$ cat config.mk
export PLATFORM = sky130hd
export DESIGN_NAME = spi_adc_cmd_responder_flat
export DESIGN_NICKNAME = d
export VERILOG_FILES = /design/src/rtl/spi_adc_cmd_responder_if.sv /design/src/rtl/spi_adc_cmd_responder.sv /design/src/flat_wrapper.sv
export SDC_FILE = /design/constraint.sdc
export NUM_CORES = 1
export LEC_CHECK = 0
export ABC_AREA = 1
export ABC_CLOCK_PERIOD_IN_PS = 1700
export BUFFER_PORTS_ARGS = -buffer_cell sky130_fd_sc_hd__buf_2
export CAP_MARGIN = 20
export CORE_UTILIZATION = 40
export DETAILED_ROUTE_END_ITERATION = 6
export PLACE_DENSITY = 0.65
export SLEW_MARGIN = 20
export SYNTH_ARGS = -nofsm -noshare
export SYNTH_HDL_FRONTEND = slang
export SYNTH_SLANG_ARGS = --single-unit
$ cat constraint.sdc
create_clock -name MAX10_CLK1_50 -period 1.7 [get_ports MAX10_CLK1_50]
set_clock_uncertainty 0.15 [all_clocks]
set_input_delay 0.34 -clock MAX10_CLK1_50 [delete_from_list [all_inputs] [get_ports MAX10_CLK1_50]]
set_output_delay 0.34 -clock MAX10_CLK1_50 [all_outputs]
set_load 0.005 [all_outputs]
$ cat src/rtl/spi_adc_cmd_responder_if.sv
`default_nettype none
// +--------------------------------------------------------------------------+
// | spi_adc_cmd_responder_if : command/response stream between the control   |
// | path (master) and the SPI ADC responder (slave).        Rev 1.0          |
// +--------------------------------------------------------------------------+
interface spi_adc_cmd_responder_if;
  logic        command_valid;
  logic [4:0]  command_channel;
  logic        command_ready;
  logic        response_valid;
  logic [4:0]  response_channel;
  logic [11:0] response_data;

  modport master (
    output command_valid, command_channel,
    input  command_ready, response_valid, response_channel, response_data
  );

  modport slave (
    input  command_valid, command_channel,
    output command_ready, response_valid, response_channel, response_data
  );
endinterface
`default_nettype wire

$ cat src/rtl/spi_adc_cmd_responder.sv
`default_nettype none
// +--------------------------------------------------------------------------+
// | spi_adc_cmd_responder : runs one MCP3208 SPI conversion per command and  |
// | returns a one-cycle response. SPI_ADC_AVG_EN: average 4 frames. Rev 1.0  |
// +--------------------------------------------------------------------------+
module spi_adc_cmd_responder #(
  parameter int CLK_DIV = 25,
  parameter int CS_HOLD = 4
) (
  input  wire logic              MAX10_CLK1_50,
  input  wire logic              reset,
  spi_adc_cmd_responder_if.slave bus,
  output logic                   adc_cs_n,
  output logic                   adc_sclk,
  output logic                   adc_mosi,
  input  wire logic              adc_miso
);
  localparam int c_cnt_max = (CLK_DIV > CS_HOLD) ? CLK_DIV : CS_HOLD;
  localparam int c_cnt_w   = $clog2(c_cnt_max + 1);
  localparam logic [c_cnt_w-1:0] c_div_load  = c_cnt_w'(CLK_DIV - 1);
  localparam logic [c_cnt_w-1:0] c_hold_load = c_cnt_w'(CS_HOLD - 1);
  localparam logic [c_cnt_w-1:0] c_cnt_one   = c_cnt_w'(1);
  localparam logic [4:0] c_last_period = 5'd18;
  localparam logic [4:0] c_first_data  = 5'd7;

  typedef enum logic [2:0] {
    S_IDLE  = 3'd0,
    S_SETUP = 3'd1,
    S_SHIFT = 3'd2,
    S_DONE  = 3'd3,
    S_GAP   = 3'd4
  } state_t;

  state_t              r_state;
  logic [c_cnt_w-1:0]  r_cnt;
  logic [4:0]          r_period;
  logic [4:0]          r_ch;
  logic [2:0]          r_adc_ch;
  logic                r_valid_ch;
  logic [11:0]         r_shift;
  logic                r_ready;
  logic                r_rvalid;
  logic [4:0]          r_rch;
  logic [11:0]         r_rdata;
  logic                r_cs_n;
  logic                r_sclk;
  logic                r_mosi;

  logic                w_accept;
  logic                w_in_range;
  logic [2:0]          w_adc_ch;

`ifdef SPI_ADC_AVG_EN
  logic [1:0]          r_frame;
  logic [13:0]         r_acc;
  logic [13:0]         w_sum;
  assign w_sum = r_acc + {2'b00, r_shift};
`endif

  // Header bits: start, single-ended, then D2..D0; the rest of the frame clocks zeros
  function automatic logic f_mosi_bit(input logic [4:0] period, input logic [2:0] ch);
    case (period)
      5'd0, 5'd1: f_mosi_bit = 1'b1;
      5'd2:       f_mosi_bit = ch[2];
      5'd3:       f_mosi_bit = ch[1];
      5'd4:       f_mosi_bit = ch[0];
      default:    f_mosi_bit = 1'b0;
    endcase
  endfunction

  assign w_accept   = bus.command_valid & r_ready;
  assign w_in_range = (bus.command_channel != 5'd0) && (bus.command_channel <= 5'd8);
  assign w_adc_ch   = bus.command_channel[2:0] - 3'd1;

  always_ff @(posedge MAX10_CLK1_50) begin
    if (reset) begin
      r_state    <= S_IDLE;
      r_cnt      <= '0;
      r_period   <= '0;
      r_ch       <= '0;
      r_adc_ch   <= '0;
      r_valid_ch <= 1'b0;
      r_shift    <= '0;
      r_ready    <= 1'b0;
      r_rvalid   <= 1'b0;
      r_rch      <= '0;
      r_rdata    <= '0;
      r_cs_n     <= 1'b1;
      r_sclk     <= 1'b0;
      r_mosi     <= 1'b0;
`ifdef SPI_ADC_AVG_EN
      r_frame    <= '0;
      r_acc      <= '0;
`endif
    end else begin
      case (r_state)
        S_IDLE: begin
          r_ready <= 1'b1;
          if (w_accept) begin
            r_ready    <= 1'b0;
            r_ch       <= bus.command_channel;
            r_adc_ch   <= w_adc_ch;
            r_valid_ch <= w_in_range;
            if (w_in_range) begin
              r_state <= S_SETUP;
              r_cs_n  <= 1'b0;
              r_sclk  <= 1'b0;
              r_mosi  <= 1'b1;
              r_cnt   <= c_div_load;
`ifdef SPI_ADC_AVG_EN
              r_frame <= '0;
              r_acc   <= '0;
`endif
            end else begin
              r_state  <= S_DONE;
              r_rvalid <= 1'b1;
              r_rch    <= bus.command_channel;
              r_rdata  <= '0;
            end
          end
        end
        S_SETUP: begin
          if (r_cnt != '0) begin
            r_cnt <= r_cnt - c_cnt_one;
          end else begin
            r_state  <= S_SHIFT;
            r_period <= '0;
            r_cnt    <= c_div_load;
            r_mosi   <= f_mosi_bit(5'd0, r_adc_ch);
          end
        end
        S_SHIFT: begin
          if (r_cnt != '0) begin
            r_cnt <= r_cnt - c_cnt_one;
          end else if (!r_sclk) begin
            r_sclk <= 1'b1;
            r_cnt  <= c_div_load;
            if (r_period >= c_first_data)
              r_shift <= {r_shift[10:0], adc_miso};
          end else if (r_period != c_last_period) begin
            r_sclk   <= 1'b0;
            r_cnt    <= c_div_load;
            r_period <= r_period + 5'd1;
            r_mosi   <= f_mosi_bit(r_period + 5'd1, r_adc_ch);
          end else begin
            r_sclk <= 1'b0;
            r_cs_n <= 1'b1;
`ifdef SPI_ADC_AVG_EN
            if (r_frame == 2'd3) begin
              r_state  <= S_DONE;
              r_rvalid <= 1'b1;
              r_rch    <= r_ch;
              r_rdata  <= w_sum[13:2];
              r_frame  <= '0;
            end else begin
              r_state <= S_GAP;
              r_cnt   <= c_hold_load;
              r_acc   <= w_sum;
              r_frame <= r_frame + 2'd1;
            end
`else
            r_state  <= S_DONE;
            r_rvalid <= 1'b1;
            r_rch    <= r_ch;
            r_rdata  <= r_shift;
`endif
          end
        end
        S_DONE: begin
          r_rvalid <= 1'b0;
          if (r_valid_ch) begin
            r_state <= S_GAP;
            r_cnt   <= c_hold_load;
          end else begin
            r_state <= S_IDLE;
            r_ready <= 1'b1;
          end
        end
        S_GAP: begin
          if (r_cnt != '0) begin
            r_cnt <= r_cnt - c_cnt_one;
          end else
`ifdef SPI_ADC_AVG_EN
          if (r_frame != 2'd0) begin
            // more frames of the averaged command still to run
            r_state <= S_SETUP;
            r_cs_n  <= 1'b0;
            r_mosi  <= 1'b1;
            r_cnt   <= c_div_load;
          end else
`endif
          begin
            r_state <= S_IDLE;
            r_ready <= 1'b1;
          end
        end
        default: r_state <= S_IDLE;
      endcase
    end
  end

  assign bus.command_ready    = r_ready;
  assign bus.response_valid   = r_rvalid;
  assign bus.response_channel = r_rch;
  assign bus.response_data    = r_rdata;
  assign adc_cs_n             = r_cs_n;
  assign adc_sclk             = r_sclk;
  assign adc_mosi             = r_mosi;
endmodule
`default_nettype wire

$ cat src/flat_wrapper.sv
// flat-port wrapper written by rule: the top's interface ports become plain ports
module spi_adc_cmd_responder_flat 
#(
  parameter int CLK_DIV = 25,
  parameter int CS_HOLD = 4
)
  (MAX10_CLK1_50, reset, adc_cs_n, adc_sclk, adc_mosi, adc_miso, bus_command_valid, bus_command_channel, bus_command_ready, bus_response_valid, bus_response_channel, bus_response_data);
  spi_adc_cmd_responder_if bus_i ();
  input  wire logic MAX10_CLK1_50;
  input  wire logic reset;
  output logic adc_cs_n;
  output logic adc_sclk;
  output logic adc_mosi;
  input  wire logic adc_miso;
  input wire logic [$bits(bus_i.command_valid)-1:0] bus_command_valid;
  input wire logic [$bits(bus_i.command_channel)-1:0] bus_command_channel;
  output wire logic [$bits(bus_i.command_ready)-1:0] bus_command_ready;
  output wire logic [$bits(bus_i.response_valid)-1:0] bus_response_valid;
  output wire logic [$bits(bus_i.response_channel)-1:0] bus_response_channel;
  output wire logic [$bits(bus_i.response_data)-1:0] bus_response_data;
  assign bus_i.command_valid = bus_command_valid;
  assign bus_i.command_channel = bus_command_channel;
  assign bus_command_ready = bus_i.command_ready;
  assign bus_response_valid = bus_i.response_valid;
  assign bus_response_channel = bus_i.response_channel;
  assign bus_response_data = bus_i.response_data;
  spi_adc_cmd_responder #(.CLK_DIV(CLK_DIV), .CS_HOLD(CS_HOLD)) u_core (.MAX10_CLK1_50(MAX10_CLK1_50), .reset(reset), .bus(bus_i), .adc_cs_n(adc_cs_n), .adc_sclk(adc_sclk), .adc_mosi(adc_mosi), .adc_miso(adc_miso));
endmodule
==> impl_results.md <==
- Syn Inst Count: 427
- Nets: 520
- Post-layout power: 6.91 mW
- H-tree levels: 2
- Critical path depth: 12
- Hold_buf cts: 0
- Gr usage total: between 20 and 25%
- Post-synth EDFFs: 0
- Area leader, netlist: dfxtp_1
- Crit-path cells: inv_2 -> ha_4 -> inv_2 -> nor2_2 -> nand2_2 -> nand2_2 -> o21ai_2 -> nor2_4 -> buf_12 -> nand2_4 -> o21ai_1 -> nor2_1
- Mapped cell area: a little under 3000 um2
- Row count: 30
- Worst path top cell family by delay: simple AND/OR/NAND/NOR gates
- CTS Root Cell: clkbuf_8
- DR vias: 2,906
- Failing checks: setup timing
- Critical path arrival: 1.85 ns
- Post-DR vias/cell: 4.85
- Worst endpoint required time: 1.78 ns
- Setup TNS: -0.833 ns
- Slew margin rel.: 73.7%
- Max-slew violation count: 0
- R2r worst-path depth: 12
- Final hold violations: 0
- Area fraction of the dominant cell type after synthesis: 38.6%
- CP endpoint: u_core.bus.response_data[5]$_SDFFE_PP0P_
- Dominant synthesized flop cell: dfxtp_1
- 1st-iter DRT viols: 190
- CTS tree: built
- Remaining DRCs: 0
- Top Ports: 31
- Syn-to-layout area delta: 34.0%
- Clk_lat worst skew: 0.32 ns
- Inserted Clock Buffers: 5
- Antenna Cells: 0
- Full die area: approximately 7600 um2
- Final GP Congestion: 0.872
- Tightest Pin Transition: between 0.3 and 0.4 ns
- Final ANT Viol Nets: 0
- RSZ-0062 raised after global routing: true
- Critical path's slowest cell: dfxtp_2
- CP startpoint: u_core.r_cnt[0]$_SDFFE_PP0P_
- VDD IR-drop max: 0.776 mV
- CP max stage delay: ~0.34 ns
- CTS max path bufs: 2
- DP Cell Count: 579
- Routed length per instance: ~13 um
- Total power per unit cell area: 1780 nW/um2
- Initial antenna violation count: 0
- Global-route wire length before repair: 12,000 um
- Fillers: just under 700
- FF+latch count, synth: 56
- WL final: 7580 um
- Total grt overflow: 0
- Die W: 87.2 um
- Clk slew on worst S/H paths: about 0.11 ns
- Crit Path Max Fanout: 9
- Worst Hold Class: in -> reg
- CP Launch Type: flop
- Die Span Y: 87.2 um
- Post-route insts no fill: roughly 600
- Crit path buf inv count: 3
- Fin crit share: 104%
- Leak: ~1.8 nW
- IO buf count: 30
- Min setup slack post-route: -0.0728 ns
- Max Cap Viol: 0
- Clock sinks: 56
- Pin count of the biggest net entering global routing: 38
- Most common cell in the netlist: nand2_1
- Distinct cells, synth: 27
- Setup CP Type: reg -> reg
- DRT Pass-1 Iters: 4
- Register area share after synthesis: between 30% and 40%
- Critical Path Sink Type: flop
- Core Box Area: 6910 um2
- RR Endpoint: u_core.bus.response_data[5]$_SDFFE_PP0P_
- Number of global-route vias before repair: ~2,600
- Area contributors post-synth: dfxtp_1, nand2_1, nor2_1
- Outcome: finished with violations
- Fraction of layout cells with a size suffix above 1: 35.4%
- Ys Warns: 0
- Period minus WS final: 1.77 ns
- Async set-reset flop share out of synthesis: 0%
- Average footprint of a synthesized cell: 6.80 um2
- Setup-failing EPs final: 21
- Syn Nets: 445
- Max Clk Rate: between 0.5 and 0.6 GHz
- Leading cell types by count after synthesis: nand2_1, nor2_1, dfxtp_1
- Hpwl dp: 5190 um
- R2R Path Start: u_core.r_cnt[0]$_SDFFE_PP0P_
- R2r setup slk: -0.07 ns
- Initial Utilization: about 42%
[layout by cell type (no fill, tap or decap), types with 3 or more instances in the layout]
cell / synthesis / routed
a21oi_1: 31 / 29
buf_2: 3 / 30
buf_4: 2 / 41
buf_6: 2 / 5
clkbuf_8: 0 / 5
dfxtp_1: 56 / 49
dfxtp_2: 0 / 5
ha_1: 9 / 5
ha_4: 0 / 3
inv_1: 47 / 42
inv_2: 4 / 9
nand2_1: 90 / 77
nand2_2: 5 / 13
nand2_4: 2 / 8
nand3_1: 32 / 26
nand3_2: 1 / 7
nand4_1: 7 / 7
nor2_1: 61 / 52
nor2_2: 14 / 18
nor2_4: 4 / 9
o21ai_0: 34 / 25
o21ai_1: 8 / 8
o21ai_2: 1 / 10
[power breakdown]
group / switching (mW) / internal (mW) / total (mW) / leakage (nW)
registers: 0.222 / 1.62 / 1.84 / 0.461
logic: 2.50 / 1.78 / 4.27 / 1.25
clock network: 0.492 / 0.304 / 0.796 / 0.0463
[sequential cells by signal, summed over array words and instances, names as in the netlist, 3 cells and up]
name,flops
u_core.r_ch,5
u_core.r_state,3
u_core.r_shift,12
u_core.r_cnt,5
u_core.r_adc_ch,3
u_core.bus.response_channel,5
u_core.bus.response_data,12
u_core.r_period,5
[cell type report]
| type | instances | area, um2 | share of cell area (%) |
|---|---|---|---|
| Sequential cell | 56 | 1130 | 29.2 |
| Tap cell | 96 | 120 | 3.09 |
| Clock buffer | 5 | 68.8 | 1.77 |
| Inverter | 52 | 208 | 5.34 |
| Multi-Input combinational cell | 307 | 1760 | 45.1 |
| Clock inverter | 3 | 27.5 | 0.707 |
| Timing Repair inverter | 1 | 8.76 | 0.225 |
| Timing Repair Buffer | 79 | 569 | 14.6 |
[through the flow]
step | cell area [um2] | hold WS (ns) | setup WS (ns) | utilization (%)
after floorplan | 2910 | 0.274 | 0.0109 | -
after global placement | 3390 | 0.290 | -0.149 | 49.1
final | 3890 | 0.142 | -0.0728 | 56.4
after CTS | 3600 | 0.139 | -0.0426 | 52.1
after global routing | 3890 | 0.146 | -0.184 | 56.4
after detailed placement | 3390 | 0.297 | -0.180 | 49.1
[layer usage]
metal / routed length (um) / global-route usage (%)
met4: 82 / 5.51
met2: 3610 / 32.4
met5: 0 / 0
met1: 3590 / 27.6
met3: 293 / 3.32
[kinds of logic after synthesis]
group / Yosys count / share of synthesized area [%]
simple gates: 218 / 33.6
compound gates: 75 / 13.1
buf+inv: 66 / 9.90
flops: 56 / 38.6
fa+ha+maj: 9 / 3.88
xor+xnor: 3 / 0.905
[tightest hold or removal path, stage by stage]
cell and delay (ns):
buf_2 0.07, o21ai_0 0.07, a21oi_1 0.10
[how the worst min path moves through the flow]
stage,startpoint,to,slack (ns),cells past startpoint
floorplan,u_core.r_ch[3]$_SDFFE_PP0P_,u_core.r_ch[3]$_SDFFE_PP0P_,0.27,2
global placement,u_core.r_ch[3]$_SDFFE_PP0P_,u_core.r_ch[3]$_SDFFE_PP0P_,0.29,2
detailed placement,u_core.r_ch[3]$_SDFFE_PP0P_,u_core.r_ch[3]$_SDFFE_PP0P_,0.30,2
CTS,bus_command_channel[4],u_core.r_ch[4]$_SDFFE_PP0P_,0.14,3
global route,bus_command_channel[4],u_core.r_ch[4]$_SDFFE_PP0P_,0.15,3
finish,adc_miso,u_core.r_shift[0]$_SDFFE_PP0P_,0.14,3
[repair_timing]
action | CTS | global route
setup buffers | 2 | 7
hold endpoints to repair | 0 | 0
pin swaps | 8 | 32
gates resized for setup | 34 | 57
gates cloned | 1 | 3
setup endpoints to repair | 42 | 48
No activity file was read; power rests on OpenSTA's default activity.
